`config.mk`:
```
export PLATFORM = sky130hd
export DESIGN_NAME = page_splitter
export DESIGN_NICKNAME = d
export VERILOG_FILES = /design/src/rtl/page_splitter.sv
export SDC_FILE = /design/constraint.sdc
export NUM_CORES = 1
export LEC_CHECK = 0
export CELL_PAD_IN_SITES_DETAIL_PLACEMENT = 1
export CELL_PAD_IN_SITES_GLOBAL_PLACEMENT = 1
export CORE_AREA = 2 2 469 471
export DETAILED_ROUTE_END_ITERATION = 16
export DIE_AREA = 0 0 471 473
export DONT_BUFFER_PORTS = 1
export GPL_ROUTABILITY_DRIVEN = 0
export PLACE_DENSITY = 0.43
export RECOVER_POWER = 25
export REMOVE_ABC_BUFFERS = 1
export SLEW_MARGIN = 15
export SYNTH_ARGS = -nofsm -noshare
export SYNTH_HDL_FRONTEND = slang
export SYNTH_SLANG_ARGS = --single-unit
```
`constraint.sdc`:
```
create_clock -name clk -period 38.3 [get_ports clk]
set_clock_uncertainty 0.15 [all_clocks]
set_input_delay 7.66 -clock clk [delete_from_list [all_inputs] [get_ports clk]]
set_output_delay 7.66 -clock clk [all_outputs]
set_load 0.01 [all_outputs]
```
`src/rtl/page_splitter.sv`:
```
// page_splitter: cuts a host AXI4-Stream into fixed-size pages, tags each page
// end with tlast and emits one {index, byte count, last} record per page on a
// first-word-fall-through metadata FIFO. A 2-entry skid buffer decouples the
// input handshake from the downstream ready.
module page_splitter #(
  parameter int AXI_DATA_BITS = 512,
  parameter int PAGE_BYTES    = 4096,
  parameter int META_DEPTH    = 4,
  parameter int IDX_BITS      = 32
) (
  input  logic                          clk,
  input  logic                          rst_n,
  input  logic [AXI_DATA_BITS-1:0]      i_tdata,
  input  logic [AXI_DATA_BITS/8-1:0]    i_tkeep,
  input  logic                          i_tlast,
  input  logic                          i_tvalid,
  output logic                          i_tready,
  output logic [AXI_DATA_BITS-1:0]      o_tdata,
  output logic [AXI_DATA_BITS/8-1:0]    o_tkeep,
  output logic                          o_tlast,
  output logic                          o_tvalid,
  input  logic                          o_tready,
  output logic [IDX_BITS-1:0]           o_meta_idx,
  output logic [$clog2(PAGE_BYTES):0]   o_meta_bytes,
  output logic                          o_meta_last,
  output logic                          o_meta_valid,
  input  logic                          o_meta_ready
);

  localparam int BPB        = AXI_DATA_BITS / 8;
  localparam int PAGE_BEATS = PAGE_BYTES / BPB;
  localparam int BEAT_W     = (PAGE_BEATS > 1) ? $clog2(PAGE_BEATS) : 1;
  localparam int BYTE_W     = $clog2(PAGE_BYTES) + 1;
  localparam int MPTR_W     = $clog2(META_DEPTH);
  localparam int MCNT_W     = MPTR_W + 1;

  // Page counting state
  logic [BEAT_W-1:0]        beat_cnt_q, beat_cnt_d;
  logic [BYTE_W-1:0]        byte_acc_q, byte_acc_d;
  logic [IDX_BITS-1:0]      page_idx_q, page_idx_d;

  // Skid buffer: two entries addressed by 1-bit pointers
  logic [AXI_DATA_BITS-1:0] skid_data_q [2];
  logic [AXI_DATA_BITS-1:0] skid_data_d [2];
  logic [BPB-1:0]           skid_keep_q [2];
  logic [BPB-1:0]           skid_keep_d [2];
  logic [1:0]               skid_last_q, skid_last_d;
  logic                     skid_wr_q, skid_wr_d;
  logic                     skid_rd_q, skid_rd_d;
  logic [1:0]               skid_cnt_q, skid_cnt_d;

  // Metadata FIFO storage and pointers
  logic [IDX_BITS-1:0]      meta_idx_q   [META_DEPTH];
  logic [IDX_BITS-1:0]      meta_idx_d   [META_DEPTH];
  logic [BYTE_W-1:0]        meta_bytes_q [META_DEPTH];
  logic [BYTE_W-1:0]        meta_bytes_d [META_DEPTH];
  logic [META_DEPTH-1:0]    meta_last_q, meta_last_d;
  logic [MPTR_W-1:0]        meta_wr_q, meta_wr_d;
  logic [MPTR_W-1:0]        meta_rd_q, meta_rd_d;
  logic [MCNT_W-1:0]        meta_cnt_q, meta_cnt_d;

  // Handshake and control terms
  logic [BYTE_W-1:0]        keep_bytes;
  logic                     page_close;
  logic                     skid_full;
  logic                     meta_full;
  logic                     meta_pop;
  logic                     meta_push;
  logic                     stall_close;
  logic                     in_fire;
  logic                     out_fire;

  // Count the set tkeep bits of the presented beat
  always_comb begin
    keep_bytes = '0;
    for (int i = 0; i < BPB; i++) begin
      keep_bytes = keep_bytes + BYTE_W'(i_tkeep[i]);
    end
  end

  // Handshake decisions; a closing beat is held off while the metadata FIFO
  // has no room, unless a pop in the same cycle frees a slot
  always_comb begin
    page_close   = (beat_cnt_q == BEAT_W'(PAGE_BEATS - 1)) || i_tlast;
    skid_full    = (skid_cnt_q == 2'd2);
    meta_full    = (meta_cnt_q == MCNT_W'(META_DEPTH));
    o_tvalid     = rst_n && (skid_cnt_q != 2'd0);
    o_meta_valid = rst_n && (meta_cnt_q != '0);
    meta_pop     = o_meta_valid && o_meta_ready;
    stall_close  = i_tvalid && page_close && meta_full && !meta_pop;
    i_tready     = rst_n && !skid_full && !stall_close;
    in_fire      = i_tvalid && i_tready;
    out_fire     = o_tvalid && o_tready;
    meta_push    = in_fire && page_close;
  end

  // Outputs come straight from registered storage, so they hold while stalled
  always_comb begin
    o_tdata      = skid_data_q[skid_rd_q];
    o_tkeep      = skid_keep_q[skid_rd_q];
    o_tlast      = skid_last_q[skid_rd_q];
    o_meta_idx   = meta_idx_q[meta_rd_q];
    o_meta_bytes = meta_bytes_q[meta_rd_q];
    o_meta_last  = meta_last_q[meta_rd_q];
  end

  // Next-state for page counters, skid buffer and metadata FIFO
  always_comb begin
    beat_cnt_d   = beat_cnt_q;
    byte_acc_d   = byte_acc_q;
    page_idx_d   = page_idx_q;
    skid_data_d  = skid_data_q;
    skid_keep_d  = skid_keep_q;
    skid_last_d  = skid_last_q;
    skid_wr_d    = skid_wr_q;
    skid_rd_d    = skid_rd_q;
    skid_cnt_d   = skid_cnt_q;
    meta_idx_d   = meta_idx_q;
    meta_bytes_d = meta_bytes_q;
    meta_last_d  = meta_last_q;
    meta_wr_d    = meta_wr_q;
    meta_rd_d    = meta_rd_q;
    meta_cnt_d   = meta_cnt_q;

    if (in_fire) begin
      skid_data_d[skid_wr_q] = i_tdata;
      skid_keep_d[skid_wr_q] = i_tkeep;
      skid_last_d[skid_wr_q] = page_close;
      skid_wr_d              = ~skid_wr_q;
      if (page_close) begin
        beat_cnt_d = '0;
        byte_acc_d = '0;
        page_idx_d = i_tlast ? '0 : page_idx_q + IDX_BITS'(1);
      end else begin
        beat_cnt_d = beat_cnt_q + BEAT_W'(1);
        byte_acc_d = byte_acc_q + keep_bytes;
      end
    end

    if (out_fire) begin
      skid_rd_d = ~skid_rd_q;
    end

    case ({in_fire, out_fire})
      2'b10:   skid_cnt_d = skid_cnt_q + 2'd1;
      2'b01:   skid_cnt_d = skid_cnt_q - 2'd1;
      default: skid_cnt_d = skid_cnt_q;
    endcase

    if (meta_push) begin
      meta_idx_d[meta_wr_q]   = page_idx_q;
      meta_bytes_d[meta_wr_q] = byte_acc_q + keep_bytes;
      meta_last_d[meta_wr_q]  = i_tlast;
      meta_wr_d               = meta_wr_q + MPTR_W'(1);
    end

    if (meta_pop) begin
      meta_rd_d = meta_rd_q + MPTR_W'(1);
    end

    case ({meta_push, meta_pop})
      2'b10:   meta_cnt_d = meta_cnt_q + MCNT_W'(1);
      2'b01:   meta_cnt_d = meta_cnt_q - MCNT_W'(1);
      default: meta_cnt_d = meta_cnt_q;
    endcase
  end

  // Control state with synchronous reset; reset drops partial pages and queued records
  always_ff @(posedge clk) begin
    if (!rst_n) begin
      beat_cnt_q <= '0;
      byte_acc_q <= '0;
      page_idx_q <= '0;
      skid_wr_q  <= 1'b0;
      skid_rd_q  <= 1'b0;
      skid_cnt_q <= 2'd0;
      meta_wr_q  <= '0;
      meta_rd_q  <= '0;
      meta_cnt_q <= '0;
    end else begin
      beat_cnt_q <= beat_cnt_d;
      byte_acc_q <= byte_acc_d;
      page_idx_q <= page_idx_d;
      skid_wr_q  <= skid_wr_d;
      skid_rd_q  <= skid_rd_d;
      skid_cnt_q <= skid_cnt_d;
      meta_wr_q  <= meta_wr_d;
      meta_rd_q  <= meta_rd_d;
      meta_cnt_q <= meta_cnt_d;
    end
  end

  // Payload storage needs no reset; validity is tracked by the counters above
  always_ff @(posedge clk) begin
    skid_data_q  <= skid_data_d;
    skid_keep_q  <= skid_keep_d;
    skid_last_q  <= skid_last_d;
    meta_idx_q   <= meta_idx_d;
    meta_bytes_q <= meta_bytes_d;
    meta_last_q  <= meta_last_d;
  end

endmodule

```
==> reports/qor.txt, run 1 <==
outcome - complete, no violations
Max Buffers Root-to-Sink - 3
number of top-level pins - 1208
detailed-route via count - 25100
maximum clock frequency - 61.7 MHz
wirelength, routed - 181 mm
WP buf/inv - 0
leakage component of the power - 20.0 nW
Crit. path cell count - 2
First-pass DRT Iterations - 5
Num Clock Sinks - 1400
Yosys top cell by area - sky130_fd_sc_hd__edfxtp_1
final HPWL from detailed placement - 137 mm
number of hold buffers added after CTS - 0
share of the yosys chip area belonging to registers - 0.777
ratio of cells with drive above 1 in the final layout - 0.317
unique cell type count in the Yosys netlist - 64
Synth Cell Area - 0.0533 mm^2
count of warnings emitted by yosys - 0
total count of hold-check failures in the final report - 0
floorplan die width - 471 um
number of antenna violations at the first check in global routing - 93
number of flops mapped to enable cells by yosys - 1338
RSZ-0062 raised after global routing - no
Critical Path Sink - i_tready
worst-path maximum fanout - 20
clock-pin slew on the worst setup and hold paths - 0.06 ns
FF-to-FF setup slack - 31.96 ns
crit path kind - primary input to primary output
via-per-instance ratio - 4.34
largest cells by area after synthesis - sky130_fd_sc_hd__edfxtp_1 75%, sky130_fd_sc_hd__mux2_2 12%, sky130_fd_sc_hd__dfxtp_1 2.3%, sky130_fd_sc_hd__fa_1 2.1%, sky130_fd_sc_hd__mux4_2 1.9%
worst max-slew margin expressed relative to the limit - 0.245
start point of the worst hold path - beat_cnt_q[1]$_SDFFE_PN0P_
Post-CTS Setup Repair Bufs - 0
buffer type at the clock tree root - sky130_fd_sc_hd__clkbuf_16
Final min period - 16.20 ns
start point of the critical path - i_tlast
mean area per synthesized cell - 20.3 um^2
WL/cell - 31.3 um
initial core utilization - 0.244
total setup violations reported at the end of the flow - 0
standard-cell row count - 172
cell count after synthesis - 2628
# nets final - 3408
startpoint types - primary input
HP Class - flop to flop
chip height - 473 um
via count of the first global-routing pass - 26600
Req. time, crit path - 30.49 ns
FF-to-FF Start - beat_cnt_q[0]$_SDFFE_PN0P_
TNS Setup - 0 ns
CTS tree - built
final core utilization - 0.286
post-synth top area share - 0.754
TritonCTS buffer count - 162
cell-by-cell trace of the critical path - a31oi_4 > o311a_1
period utilisation layout - 0.423
peak supply drop - 230 uV
latest clock arrival within the worst-skew pair - 0.83 ns
number of routed nets with antenna violations - 0
Syn-to-layout area delta - 17.0%
stage delay of the slowest cell on the critical path - 0.42 ns
FF-to-FF path depth - 10
pin slew with the least headroom to its limit - 1.13 ns
Power Dens Cells - 72.8 mW/mm^2
count of unresolved DRC violations after routing - 0
overall die area - 0.223 mm^2
H-tree levels - 4
residual overflow from global routing - 0
worst reg2reg path endpoint - skid_data_q[740]$_DFFE_PP_
cells resized by post-CTS repair - 0
Setup crit end kind - primary output
Final Max Slew Viols - 0
async set-reset flop share out of synthesis - 0
slowest library cell on the worst path - sky130_fd_sc_hd__a31oi_4
number of buffers inserted by port buffering - 0
largest net degree at the start of global routing - 147
Core ar. - 0.218 mm^2
top cell family by delay on the critical path - compound AO/OA/AOI/OAI gates
most common flop cell mapped by yosys - sky130_fd_sc_hd__edfxtp_1
first-pass GRT wire length - 240 mm
Arrival @ worst endpoint - 8.39 ns
max cap viols - 0
number of storage elements in the synthesis netlist - 1400
GR Util All Layers - 0.157
starting DRC count in detailed routing - 1303
## worst min path at each step
stage	end	cells past startpoint
2_1_floorplan	byte_acc_q[2]$_SDFFE_PN0P_	2
3_3_place_gp	beat_cnt_q[1]$_SDFFE_PN0P_	2
3_5_place_dp	byte_acc_q[7]$_SDFFE_PN0P_	2
4_1_cts	byte_acc_q[7]$_SDFFE_PN0P_	2
5_1_grt	byte_acc_q[7]$_SDFFE_PN0P_	2
6_report	beat_cnt_q[1]$_SDFFE_PN0P_	2
## cell usage in the layout, fill, tap and decap left out, types with 8 or more instances in the layout
cell                        instances
sky130_fd_sc_hd__clkinv_16          9
sky130_fd_sc_hd__ha_1              36
sky130_fd_sc_hd__nor2_1            32
sky130_fd_sc_hd__xor2_1             8
sky130_fd_sc_hd__fa_1              57
sky130_fd_sc_hd__clkbuf_1          32
sky130_fd_sc_hd__nand3_1           22
sky130_fd_sc_hd__and4_1             8
sky130_fd_sc_hd__a31oi_1           18
sky130_fd_sc_hd__clkbuf_16        163
sky130_fd_sc_hd__edfxtp_1        1338
sky130_fd_sc_hd__dfxtp_1           59
sky130_fd_sc_hd__nand2_1           36
sky130_fd_sc_hd__diode_2           42
sky130_fd_sc_hd__xnor2_1           15
sky130_fd_sc_hd__mux4_2            46
sky130_fd_sc_hd__inv_1             97
sky130_fd_sc_hd__clkinv_2          20
sky130_fd_sc_hd__o21ai_1           17
sky130_fd_sc_hd__buf_4             31
sky130_fd_sc_hd__clkinv_1          38
sky130_fd_sc_hd__mux2_2           577
sky130_fd_sc_hd__and3_1            13
sky130_fd_sc_hd__a21oi_1           29
sky130_fd_sc_hd__bufinv_16         15
sky130_fd_sc_hd__nor3_1             8
## cells in the mapped netlist (4+ instances only)
library cell,count
sky130_fd_sc_hd__a211oi_1,4
sky130_fd_sc_hd__xor2_1,8
sky130_fd_sc_hd__edfxtp_1,1338
sky130_fd_sc_hd__buf_1,9
sky130_fd_sc_hd__or3_1,7
sky130_fd_sc_hd__o21ai_1,17
sky130_fd_sc_hd__nand4_1,7
sky130_fd_sc_hd__and3_1,17
sky130_fd_sc_hd__mux2_2,577
sky130_fd_sc_hd__nor3_1,8
sky130_fd_sc_hd__o31ai_1,4
sky130_fd_sc_hd__ha_1,36
sky130_fd_sc_hd__nand3b_1,4
sky130_fd_sc_hd__mux4_2,46
sky130_fd_sc_hd__or4_1,4
sky130_fd_sc_hd__a21o_1,7
sky130_fd_sc_hd__inv_1,97
sky130_fd_sc_hd__a31oi_1,18
sky130_fd_sc_hd__xnor2_1,15
sky130_fd_sc_hd__dfxtp_1,62
sky130_fd_sc_hd__o21ai_0,4
sky130_fd_sc_hd__clkbuf_1,71
sky130_fd_sc_hd__nand3_1,22
sky130_fd_sc_hd__buf_2,12
sky130_fd_sc_hd__and2_1,8
sky130_fd_sc_hd__nand2_1,36
sky130_fd_sc_hd__and4_1,8
sky130_fd_sc_hd__a311oi_1,7
sky130_fd_sc_hd__nor2b_1,4
sky130_fd_sc_hd__a31o_1,4
sky130_fd_sc_hd__o211ai_1,4
sky130_fd_sc_hd__a21oi_1,29
sky130_fd_sc_hd__inv_2,4
sky130_fd_sc_hd__fa_1,57
sky130_fd_sc_hd__nor2_1,33
sky130_fd_sc_hd__o21a_1,6
## metal layers
| layer | GRT usage | routed length [um] | vias to the layer above |
|---|---|---|---|
| met5 | 0 | 674 | - |
| met4 | 0.0444 | 4590 | 100 |
| met3 | 0.0835 | 19700 | 317 |
| met2 | 0.282 | 94600 | 904 |
| met1 | 0.156 | 61100 | 13200 |
| li1 | - | - | 10600 |
## per-stage QoR
stage | hold slack [ns] | total power [mW] | setup WS (ns) | std cells | area, um^2
floorplan | 0.286 | 2.77 | 4.22 | 2536 | 52900
global placement | 0.311 | 3.04 | 22.12 | 5440 | 56800
detailed placement | 0.347 | 3.06 | 22.09 | 5440 | 56800
CTS | 0.355 | 4.64 | 22.10 | 5739 | 62200
global route | 0.384 | 4.79 | 22.07 | 5746 | 62300
finish | 0.356 | 4.54 | 22.10 | 5781 | 62400
## where the power goes
part / switching, mW / internal, mW
Sequential: 0.0170 / 1.91
Clock: 0.646 / 0.904
Combinational: 0.695 / 0.364
## cell type report
| type | count | area [um^2] |
|---|---|---|
| clock inverters | 99 | 1160 |
| flip-flops and latches | 1400 | 41400 |
| diodes | 42 | 105 |
| well taps | 2871 | 3590 |
| fillers | 22300 | 156000 |
| clock buffers | 200 | 4270 |
| multi-input cells | 1035 | 11200 |
| inverters | 101 | 379 |
| repair buffers | 33 | 273 |
## cells by family (layout without fill, tap and decap cells)
| group | after synthesis | in the layout | synth area share |
|---|---|---|---|
| adder cells (fa/ha/maj) | 93 | 93 | 0.0299 |
| AND/OR/NAND/NOR | 169 | 169 | 0.0173 |
| AO/OA/AOI/OAI | 127 | 127 | 0.0166 |
| multiplexers | 623 | 623 | 0.141 |
| XOR/XNOR | 23 | 23 | 0.00378 |
| flip-flops | 1400 | 1400 | 0.777 |
| other | 0 | 42 | 0 |
| buffers and inverters | 193 | 433 | 0.0139 |
## worst register-to-register path, stage by stage, from the launching register on
cell	delay (ns)
sky130_fd_sc_hd__dfxtp_1	0.34
sky130_fd_sc_hd__ha_1	0.24
sky130_fd_sc_hd__and3_4	0.21
sky130_fd_sc_hd__a31oi_4	0.46
sky130_fd_sc_hd__inv_2	0.30
sky130_fd_sc_hd__a21oi_4	0.39
sky130_fd_sc_hd__inv_2	0.29
sky130_fd_sc_hd__nor2_4	0.67
sky130_fd_sc_hd__buf_4	0.93
sky130_fd_sc_hd__buf_4	0.90
sky130_fd_sc_hd__buf_4	0.98
## registers in the layout, summed over array words and instances, names as in the netlist, 3 cells and up
| signal | flops |
|---|---|
| beat_cnt_q | 6 |
| skid_keep_q | 128 |
| skid_data_q | 1024 |
| meta_cnt_q | 3 |
| meta_idx_q | 128 |
| meta_bytes_q | 52 |
| meta_last_q | 4 |
| byte_acc_q | 13 |
| page_idx_q | 32 |
Note: power is estimated with default switching activity, not from simulation.
==> inputs of run 2 (changes only) <==
clock period = 15.2 ns   (was 38.3 ns; I/O delays follow)
==> run 2 against run 1 <==
  * Routed wire length is 1.6% higher
  * Sequential power grew to 2.5 times the previous value
  * Non-clock buffer count is 5 lower
  * Global-route usage is 0.37 points higher
  * Die area stayed put
  * Via count is 0.24% higher
  * Clock power grew to 2.5 times the previous value
  * First-iteration DRC count is 8.9% higher
  * Critical path type is now primary input to flop
  * Total power grew to 2.5 times the previous value
  * Clock-buffer cell count is 11 lower
  * Cell area hardly changed
  * Critical endpoint is now meta_bytes_q[37]$_DFFE_PP_
==> reports/qor.txt, run 2 (synthesis gave the netlist of run 1 again) <==
largest registers - skid_data_q (1024), meta_idx_q (128), skid_keep_q (128)
period utilisation layout - 0.599
worst hold margin - 0.350 ns
initial core utilization - 0.244
post-route design area - 0.0623 mm^2
H-tree levels - 4
worst max-slew margin expressed relative to the limit - 0.211
stage delay of the slowest cell on the critical path - 0.70 ns
area of combinational cells with multiple inputs - 0.0112 mm^2
buffer type at the clock tree root - sky130_fd_sc_hd__clkbuf_16
number of instances in the placed design - 5435
FF-to-FF Start - byte_acc_q[0]$_SDFFE_PN0P_
worst-path maximum fanout - 4
final HPWL from detailed placement - 138 mm
crit path kind - primary input to flop
worst reg2reg path endpoint - meta_bytes_q[37]$_DFFE_PP_
leakage component of the power - 20.0 nW
startpoint types - primary input
Setup crit end kind - flop
maximum clock frequency - 110 MHz
start point of the critical path - i_tkeep[35]
CTS tree - built
total count of hold-check failures in the final report - 0
slowest library cell on the worst path - sky130_fd_sc_hd__a2111oi_0
chip height - 473 um
Req. time, crit path - 15.64 ns
starting DRC count in detailed routing - 1419
via-per-instance ratio - 4.37
number of flip-flops in the largest register - 1024
Arrival @ worst endpoint - 9.54 ns
cells resized by post-CTS repair - 0
ratio of cells with drive above 1 in the final layout - 0.320
wirelength, routed - 184 mm
First-pass DRT Iterations - 5
number of buffers inserted by port buffering - 0
clock-pin slew on the worst setup and hold paths - 0.06 ns
commonest non-fill, non-tap cell in the layout - sky130_fd_sc_hd__edfxtp_1
Critical Path Sink - meta_bytes_q[37]$_DFFE_PP_
Syn-to-layout area delta - 16.9%
largest net degree at the start of global routing - 178
detailed-route via count - 25200
overall die area - 0.223 mm^2
TNS Setup - 0 ns
standard-cell row count - 172
number of routed nets with antenna violations - 0
peak supply drop - 440 uV
Power Dens Cells - 183 mW/mm^2
TritonCTS buffer count - 161
pin slew with the least headroom to its limit - 1.18 ns
number of top-level pins - 1208
max cap viols - 0
Biggest register - skid_data_q
via count of the first global-routing pass - 26700
count of unresolved DRC violations after routing - 0
RSZ-0062 raised after global routing - no
Final Max Slew Viols - 0
Num Clock Sinks - 1400
number of hold buffers added after CTS - 0
residual overflow from global routing - 0
FF-to-FF path depth - 17
register area - 0.0414 mm^2
GR Util All Layers - 0.161
total setup violations reported at the end of the flow - 0
Max Buffers Root-to-Sink - 3
non-filler cells, final - 5761
number of antenna violations at the first check in global routing - 88
first-pass GRT wire length - 245 mm
number of filler cells placed in the layout - 22300
highest-count cells in the layout ignoring fill and taps - 1338 x sky130_fd_sc_hd__edfxtp_1, 577 x sky130_fd_sc_hd__mux2_2, 161 x sky130_fd_sc_hd__clkbuf_16
floorplan die width - 471 um
WL/cell - 31.9 um
CP dominant cell by count - sky130_fd_sc_hd__fa_1
dpl cell area - 0.0568 mm^2
FF-to-FF setup slack - 8.79 ns
HP Class - flop to flop
Post-CTS Setup Repair Bufs - 0
latest clock arrival within the worst-skew pair - 0.82 ns
Core ar. - 0.218 mm^2
outcome - complete, no violations
Final min period - 9.10 ns
cell-by-cell trace of the critical path - inv_1 > fa_1 > inv_1 > fa_1 > inv_1 > fa_1 > fa_1 > inv_1 > fa_1 > fa_1 > fa_1 > inv_1 > fa_1 > inv_1 > ha_1 > nor2b_1 > o2111ai_1 > a2111oi_0 > nor2_1 > xnor2_1
# nets final - 3402
run 2: critical path: cells and delay by family:
kind                       cells  cell delay [ns]
AOI/OAI and AO/OA              2             0.95
xor gates and xnor gates       1             0.31
adders and majority gates      9             4.51
buffers and inverters          6             0.40
and+or+nand+nor                2             0.33
run 2: cell type report:
| cell class | instances | area share |
|---|---|---|
| Clock inverter | 104 | 0.0193 |
| Timing Repair Buffer | 28 | 0.00458 |
| Antenna cell | 33 | 0.00133 |
| Inverter | 101 | 0.00608 |
| Tap cell | 2871 | 0.0577 |
| Multi-Input combinational cell | 1035 | 0.179 |
| Clock buffer | 189 | 0.0672 |
| Sequential cell | 1400 | 0.665 |
run 2: how the worst min path moves through the flow:
stage | startpoint | endpoint | cells after the start
2_1_floorplan | byte_acc_q[2]$_SDFFE_PN0P_ | byte_acc_q[2]$_SDFFE_PN0P_ | 2
3_3_place_gp | beat_cnt_q[1]$_SDFFE_PN0P_ | beat_cnt_q[1]$_SDFFE_PN0P_ | 2
5_1_grt | byte_acc_q[7]$_SDFFE_PN0P_ | byte_acc_q[7]$_SDFFE_PN0P_ | 2
3_5_place_dp | byte_acc_q[7]$_SDFFE_PN0P_ | byte_acc_q[7]$_SDFFE_PN0P_ | 2
6_report | beat_cnt_q[1]$_SDFFE_PN0P_ | beat_cnt_q[1]$_SDFFE_PN0P_ | 2
4_1_cts | byte_acc_q[7]$_SDFFE_PN0P_ | byte_acc_q[7]$_SDFFE_PN0P_ | 2
run 2: routing by layer:
layer  vias up  GRT usage  part of all wire
met4       100     0.0495             0.027
met2       929      0.288              0.53
met3       308     0.0847              0.11
li1      10600          -                 -
met5         -          0            0.0036
met1     13300      0.159              0.33
run 2: power breakdown:
part | leakage [nW] | internal, mW | switching [mW]
logic | 4.35 | 0.922 | 1.71
clock network | 2.60 | 2.24 | 1.65
registers | 13.0 | 4.82 | 0.0426
run 2: stage by stage:
stage	total power, mW	util	worst slack (ns)
finish	11.4	0.286	6.10
global route	12.0	0.285	5.80
CTS	11.6	0.285	6.13
detailed placement	7.64	0.260	5.25
global placement	7.53	0.260	5.32
floorplan	6.99	-	-14.26
